<file path="src/rtl/buffer_read_sequencer.sv">
// ----------------------------------------------------------------------------
// buffer_read_sequencer
//
// Walks `length` rows of the operand buffer starting at `base_addr`, reads
// each row through the buffer's combinational read port and registers it into
// a one-entry valid/ready output stage that feeds the PE array. With
// skip_zero set, all-zero rows are dropped and counted instead of emitted.
//
// Ports
//   clk, rst      clock, asynchronous active-high reset
//   start         pass request, only honoured in IDLE
//   base_addr     first row address (latched on start)
//   length        number of rows (latched on start, 0 allowed)
//   skip_zero     drop all-zero rows (latched on start)
//   buf_ready     buffer holds valid data
//   buf_rd_en     buffer read strobe
//   buf_rd_addr   buffer read address
//   buf_data      buffer read data, combinational from buf_rd_addr
//   out_valid     output beat valid
//   out_ready     PE array accepts the beat
//   out_data      row payload
//   out_idx       row offset from base_addr
//   out_last      beat carries the final row of the pass
//   busy          high whenever the sequencer is not idle
//   done          one-cycle completion pulse
//   skipped_cnt   zero rows dropped in the current/last pass
// ----------------------------------------------------------------------------
module buffer_read_sequencer #(
    parameter int DATA_WIDTH = 64,
    parameter int ADDR_WIDTH = 6,
    parameter int LEN_WIDTH  = 7
) (
    input  logic                  clk,
    input  logic                  rst,
    input  logic                  start,
    input  logic [ADDR_WIDTH-1:0] base_addr,
    input  logic [LEN_WIDTH-1:0]  length,
    input  logic                  skip_zero,
    input  logic                  buf_ready,
    output logic                  buf_rd_en,
    output logic [ADDR_WIDTH-1:0] buf_rd_addr,
    input  logic [DATA_WIDTH-1:0] buf_data,
    output logic                  out_valid,
    input  logic                  out_ready,
    output logic [DATA_WIDTH-1:0] out_data,
    output logic [LEN_WIDTH-1:0]  out_idx,
    output logic                  out_last,
    output logic                  busy,
    output logic                  done,
    output logic [LEN_WIDTH-1:0]  skipped_cnt
);

    typedef enum logic [2:0] {
        S_IDLE     = 3'd0,
        S_WAIT_RDY = 3'd1,
        S_FETCH    = 3'd2,
        S_DRAIN    = 3'd3,
        S_DONE     = 3'd4
    } state_t;

    localparam logic [LEN_WIDTH-1:0]  LEN_ZERO  = {LEN_WIDTH{1'b0}};
    localparam logic [LEN_WIDTH-1:0]  LEN_ONE   = LEN_WIDTH'(1'b1);
    localparam logic [ADDR_WIDTH-1:0] ADDR_ZERO = {ADDR_WIDTH{1'b0}};
    localparam logic [ADDR_WIDTH-1:0] ADDR_ONE  = ADDR_WIDTH'(1'b1);
    localparam logic [DATA_WIDTH-1:0] DATA_ZERO = {DATA_WIDTH{1'b0}};

    // True when a row carries no non-zero operand.
    function automatic logic row_is_zero(input logic [DATA_WIDTH-1:0] row);
        return (row == DATA_ZERO);
    endfunction

    state_t                  state_q, state_d;
    logic [LEN_WIDTH-1:0]    len_q, len_d;
    logic                    skip_q, skip_d;
    logic [LEN_WIDTH-1:0]    i_q, i_d;
    // Read address runs alongside i (base+i); it wraps naturally at 2^ADDR_WIDTH.
    logic [ADDR_WIDTH-1:0]   addr_q, addr_d;
    logic                    out_valid_q, out_valid_d;
    logic [DATA_WIDTH-1:0]   out_data_q, out_data_d;
    logic [LEN_WIDTH-1:0]    out_idx_q, out_idx_d;
    logic                    out_last_q, out_last_d;
    logic [LEN_WIDTH-1:0]    skipped_q, skipped_d;
    logic                    busy_q, busy_d;
    logic                    done_q, done_d;

    logic load_s;
    logic take_s;
    logic last_row_s;
    logic emit_s;

    // A row is fetched whenever the output stage is empty or being emptied this cycle.
    assign load_s     = (state_q == S_FETCH) && (!out_valid_q || out_ready);
    assign take_s     = out_valid_q && out_ready;
    assign last_row_s = (i_q == (len_q - LEN_ONE));
    assign emit_s     = !(skip_q && row_is_zero(buf_data));

    // Next-state, datapath and status computation.
    always_comb begin
        state_d     = state_q;
        len_d       = len_q;
        skip_d      = skip_q;
        i_d         = i_q;
        addr_d      = addr_q;
        out_valid_d = out_valid_q;
        out_data_d  = out_data_q;
        out_idx_d   = out_idx_q;
        out_last_d  = out_last_q;
        skipped_d   = skipped_q;

        case (state_q)
            S_IDLE: begin
                if (start) begin
                    len_d     = length;
                    skip_d    = skip_zero;
                    i_d       = LEN_ZERO;
                    addr_d    = base_addr;
                    skipped_d = LEN_ZERO;
                    if (length == LEN_ZERO) begin
                        state_d = S_DONE;
                    end else if (buf_ready) begin
                        state_d = S_FETCH;
                    end else begin
                        state_d = S_WAIT_RDY;
                    end
                end else begin
                    state_d = S_IDLE;
                end
            end
            S_WAIT_RDY: begin
                if (buf_ready) begin
                    state_d = S_FETCH;
                end else begin
                    state_d = S_WAIT_RDY;
                end
            end
            S_FETCH: begin
                // buf_ready is not re-checked: the buffer only clears on reset.
                if (load_s && last_row_s) begin
                    state_d = S_DRAIN;
                end else begin
                    state_d = S_FETCH;
                end
            end
            S_DRAIN: begin
                // Leave as soon as the stage will be empty after this edge.
                if (!out_valid_q || out_ready) begin
                    state_d = S_DONE;
                end else begin
                    state_d = S_DRAIN;
                end
            end
            S_DONE: begin
                state_d = S_IDLE;
            end
            default: begin
                state_d = S_IDLE;
            end
        endcase

        if (load_s) begin
            i_d    = i_q + LEN_ONE;
            addr_d = addr_q + ADDR_ONE;
            if (emit_s) begin
                out_valid_d = 1'b1;
                out_data_d  = buf_data;
                out_idx_d   = i_q;
                out_last_d  = last_row_s;
            end else begin
                // Load implies any held beat is being taken, so the stage empties.
                out_valid_d = 1'b0;
                skipped_d   = skipped_q + LEN_ONE;
            end
        end else if (take_s) begin
            out_valid_d = 1'b0;
        end else begin
            out_valid_d = out_valid_q;
        end

        busy_d = (state_d != S_IDLE);
        done_d = (state_d == S_DONE);
    end

    // State and datapath registers.
    always_ff @(posedge clk or posedge rst) begin
        if (rst) begin
            state_q     <= S_IDLE;
            len_q       <= LEN_ZERO;
            skip_q      <= 1'b0;
            i_q         <= LEN_ZERO;
            addr_q      <= ADDR_ZERO;
            out_valid_q <= 1'b0;
            out_data_q  <= DATA_ZERO;
            out_idx_q   <= LEN_ZERO;
            out_last_q  <= 1'b0;
            skipped_q   <= LEN_ZERO;
            busy_q      <= 1'b0;
            done_q      <= 1'b0;
        end else begin
            state_q     <= state_d;
            len_q       <= len_d;
            skip_q      <= skip_d;
            i_q         <= i_d;
            addr_q      <= addr_d;
            out_valid_q <= out_valid_d;
            out_data_q  <= out_data_d;
            out_idx_q   <= out_idx_d;
            out_last_q  <= out_last_d;
            skipped_q   <= skipped_d;
            busy_q      <= busy_d;
            done_q      <= done_d;
        end
    end

    assign buf_rd_en   = load_s;
    assign buf_rd_addr = addr_q;
    assign out_valid   = out_valid_q;
    assign out_data    = out_data_q;
    assign out_idx     = out_idx_q;
    assign out_last    = out_last_q;
    assign busy        = busy_q;
    assign done        = done_q;
    assign skipped_cnt = skipped_q;

endmodule
</file>
<file path="config.mk">
export PLATFORM = sky130hd
export DESIGN_NAME = buffer_read_sequencer
export DESIGN_NICKNAME = d
export VERILOG_FILES = /design/src/rtl/buffer_read_sequencer.sv
export SDC_FILE = /design/constraint.sdc
export NUM_CORES = 1
export LEC_CHECK = 0
export BUFFER_PORTS_ARGS = -buffer_cell sky130_fd_sc_hd__buf_4
export CAP_MARGIN = 10
export CORE_MARGIN = 2
export CORE_UTILIZATION = 35
export CTS_CLUSTER_SIZE = 14
export DETAILED_ROUTE_END_ITERATION = 6
export PLACE_DENSITY_LB_ADDON = 0.3
export SYNTH_ARGS = -nofsm -noshare
export SYNTH_HDL_FRONTEND = slang
export SYNTH_SLANG_ARGS = --single-unit
export TNS_END_PERCENT = 1
</file>
<file path="constraint.sdc">
create_clock -name clk -period 3.4 [get_ports clk]
set_clock_uncertainty 0.05 [all_clocks]
set_input_delay 0.34 -clock clk [delete_from_list [all_inputs] [get_ports clk]]
set_output_delay 0.34 -clock clk [all_outputs]
set_load 0.005 [all_outputs]
</file>
# Yosys cells after proc, flatten, opt, wreduce, memory -nomap -nowiden
# Index checks and enable logic that the tools add are counted.
# word_totals
ff_bits	106
input_bits	83
output_inout_bits	89
word_cells	57
# classes
add_sub_neg	4
eq_ne	5
n_mux	19
bitwise	1
n_reduce_logical	16
# op_table
op	n
64-bit logical NOT	1
7-bit two-way mux	7
6-bit two-way mux	3
7-bit by 1-bit adder with 7-bit output (second input constant)	2
3-bit case mux with 4 select lines	1
3-bit two-way mux	3
7-bit == test	1
7-bit logical NOT	1
7-bit by 1-bit subtractor with 7-bit output (second input constant)	1
6-bit by 1-bit adder with 6-bit output (second input constant)	1
3-bit by 2-bit == test with 1-bit output (second input constant)	2
2-bit AND reduction	3
2-bit nonzero test	3
1-bit logical AND	4
1-bit two-way mux	4
3-bit by 1-bit == test with 1-bit output (second input constant)	1
3-bit == test (second input constant)	1
3-bit logical NOT	1
3-bit nonzero test	1
2-bit two-way mux	1
1-bit logical NOT	1
1-bit logical OR	1
1-bit inverter	1

# Longest topological paths before layout
# depth
ltp_word	7
ltp_mapped	8
mapped_depth_nobuf	8

# Least setup slack after synthesis
# OpenSTA, ideal clock, no wires.
# synth_timing
path_kind	input-to-reg
start	input buf_data[31]
end	register out_data_q[10], in the netlist out_data[10]
arrival_time_ns	1.908
required_time_ns	3.225
path_slack_ns	1.317
path_stages	7
n_path_buf	1
cell_sequence	nor4_1 nand4_1 nor4_4 and2b_4 nor2_8 buf_12 mux2_4
# synth_via
elab_chain_len	4
# synth_rtl
element	line_no	text
start: declaration	42	input logic [DATA_WIDTH-1:0] buf_data,
64-bit logical NOT	69	return (row == DATA_ZERO);
1-bit logical AND	95	assign emit_s = !(skip_q && row_is_zero(buf_data));
1-bit inverter (no line)	n/a	
2-bit AND reduction (no line)	n/a	
end signal: assignment	205	out_data_q <= out_data_d;
end: declaration	79	logic [DATA_WIDTH-1:0] out_data_q, out_data_d;
# Every way passes these cells.
# A chain may end at the register's enable or synchronous reset.

# Worst setup path after layout
# layout_timing
start	register skip_q
end	register out_data_q[25], in the netlist out_data[25]
# layout_via
elab_chain_len	3
# layout_rtl
element	line_no	text
start: declaration	74	logic skip_q, skip_d;
start signal: assignment	201	skip_q <= skip_d;
1-bit logical AND	95	
1-bit inverter (no line)	n/a	
2-bit AND reduction (no line)	n/a	
# Every way passes these cells.

==> metrics.yaml <==
run_status:
  status: "completed"
synth:
  synthTopCellsByCount: "106 x dfrtp_1, 69 x mux2_4, 36 x nand2_1"
  yosysTopAreaCell: "dfrtp_1"
  synth_cell_type_count: 40
  synthCells: 366
  synth_top_area_share_pct: 53.9
  yosys-top-cells-area: "dfrtp_1 54%, mux2_4 21%, buf_12 2.8%"
  synthArstFlopShare_pct: 100
  synth_warnings: 0
  synth.most_common_cell: "dfrtp_1"
  synth_fp_nets: 453
  syn_area_per_cell_um2: 13.4
  synth-seq-cells: 106
  synthFlopType: "dfrtp_1"
  synth_edf_count: 0
  syn-cell-area_um2: 4920
  seq_area_frac_synth_pct: 53.9
critical_path:
  startpoint_type: "flop"
  crit_type: "reg -> reg"
  rrSetupSlack_ps: 650
  worstPathArrival_ps: 2930
  reg2reg_from: "skip_q"
  critPathMaxFanout: 46
  crit_required_ps: 3580
  ff2ff_path_depth: 7
  worstSetupStartpoint: "skip_q"
  crit-reg2reg-capture: "out_data[25]"
  cp-end-kind: "flop"
  endpoint: "out_data[25]"
clock_network:
  cts_root_buf: "clkbuf_16"
  cts_sinks: 106
  numCtsBuffers: 9
  postCtsSetupBuffers: 0
  clkSlewWorstSetupHoldPaths_ps: 70
  tritoncts: "built"
  cts.repair.resized: 0
  clock_latency_ps: 350
  ctsHoldBuffers: 0
  h-tree-depth: 3
  ctsLongestPathBuffers: 2
grt:
  track_usage_pct: 16.2
  grt_pass1_vias: 3576
  grt_max_degree: 63
  grt_pass1_wl_um: 18700
  antenna_found_initial: 0
  grt_overflow: 0
pwr:
  p_leak_uw: 0.00322
  p_int_uw: 4110
  seqPwrFrac_pct: 36.3
  power-per-cell-area_nw_per_um2: 921
  ir_drop_mv: 0.439
  switching_share_pct: 32.3
  pwr-share-clk_pct: 16.2
  pwr-share-comb_pct: 47.5
  p_sw_uw: 1970
drt:
  wl_met2_um: 5550
  first_pass_iters: 4
  routed-wl-met3_um: 942
  dr_total_vias: 3593
  drc: 0
  first_iter_violations: 162
  routed_wl_um: 12100
  antenna_left: 0
  met1Wirelength_um: 5380
  routedWlPerCell_um: 16.6
  topRoutingLayerUsed: "met4"
  post_drt_via_cell_ratio: 4.95
layout:
  fillCellCount: 1229
  n_antenna_cell: 0
  fin_util_pct: 47.8
  nNetsFinal: 628
  drive_gt1_share_pct: 49.6
  area_delta_synth_final_pct: 34.2
sta:
  worstMarginPinSlew_ps: 1080
  finalSetupTns_ps: 0
  report.final.slew_viol_count: 0
  max_slew_margin_pct: 28.3
  rsz0062_at_grt: "no"
  timing.final.crit_share_pct: 81.0
  fmax_mhz: 363
  fin_crit_ps: 2750
  final_hold_viol_count: 0
  finalSetupViolCount: 0
min_path:
  worstHoldPathType: "in -> async"
job:
  cap_violations: 0
floorplanning:
  core_um2: 13800
  dieArea_um2: 15000
  die-height_um: 123
  ioPinCount: 172
  rows: 43
  die_w_um: 123
  start_util_pct: 35.6
placed_design:
  dp_hpwl_um: 8930
  gp_congestion: 0.867
  io_buffers: 171
[power groups by stage]
stage,Sequential (µW),Combinational (µW),Clock (µW)
floorplan,2180,1980,0
global placement,2210,2860,0
detailed placement,2230,2900,0
CTS,2210,2920,1010
global route,2280,3140,1070
finish,2210,2890,982
[cells in the final DEF (no fill, tap or decap), types with 3 or more instances in the layout]
master	count
xor2_1	3
nand4_1	7
clkbuf_16	9
nand3_1	15
clkinvlp_4	3
ha_1	4
nor4_1	16
a221o_1	3
o22ai_1	3
xnor2_1	8
and3_1	4
o21ai_0	18
nand2_1	36
nor2_1	10
mux2_4	69
a21oi_1	4
nor3_1	4
inv_1	7
o31ai_1	3
a31oi_1	4
buf_4	175
dfrtp_1	106
nand2b_1	3
[area by class of cell]
class | count | area [µm²] | share of cell area, %
Sequential cell | 106 | 2650 | 40.2
Multi-Input combinational cell | 239 | 2070 | 31.4
Timing Repair Buffer | 176 | 1330 | 20.2
Clock inverter | 6 | 41.3 | 0.625
Inverter | 9 | 36.3 | 0.550
Clock buffer | 10 | 239 | 3.62
Tap cell | 180 | 225 | 3.41
[worst min-delay path by stage]
stage,from,cells past startpoint,endpoint
final,rst,2,out_data[58]
after global routing,rst,2,out_data[58]
after CTS,rst,2,skipped_cnt[4]
after detailed placement,rst,2,out_data[58]
after global placement,rst,2,out_data[59]
after floorplan,skip_q,2,skip_q
[stage by stage]
| step | instance area, µm² | setup WS [ps] | hold WS [ps] | cells | total power, µW |
|---|---|---|---|---|---|
| after floorplan | 4920 | 221 | 388 | 366 | 4160 |
| after global placement | 6320 | 399 | 400 | 710 | 5080 |
| after detailed placement | 6320 | 435 | 405 | 710 | 5130 |
| after CTS | 6600 | 596 | 27.9 | 726 | 6150 |
| after global routing | 6600 | 502 | 45.2 | 726 | 6480 |
| final | 6600 | 646 | 6.44 | 726 | 6080 |
[flip-flops by register name, summed over array words and instances (netlist names)]
register and cells:
len_q 7, i_q 7, skip_q 1, skipped_cnt 7, out_data 64, out_valid 1
out_last 1, state_q 3, busy 1, buf_rd_addr 6, out_idx 7, done 1
[routing by layer]
metal,GRT usage (%),vias up
met3,4.04,14
met2,25.5,147
met5,0,-
met4,5.82,0
met1,21.7,1751
li1,-,1681
[logic make-up after synthesis]
logic type      count (synthesis)  share of synthesized area (%)
simple gates                  109                           11.9
flops                         106                           53.9
mux                            73                           21.9
compound gates                 42                           5.39
buf+inv                        21                           3.92
xor+xnor                       11                           1.96
fa+ha+maj                       4                           1.02
[critical path, cell delays in order (launching register included)]
cell and delay [ps]:
dfrtp_1 390, nor4b_1 170, nand4_1 150, nor4_4 90
and2b_4 210, nor2_8 800, buf_4 450, mux2_4 330
Power figures use the tool's default switching activity.
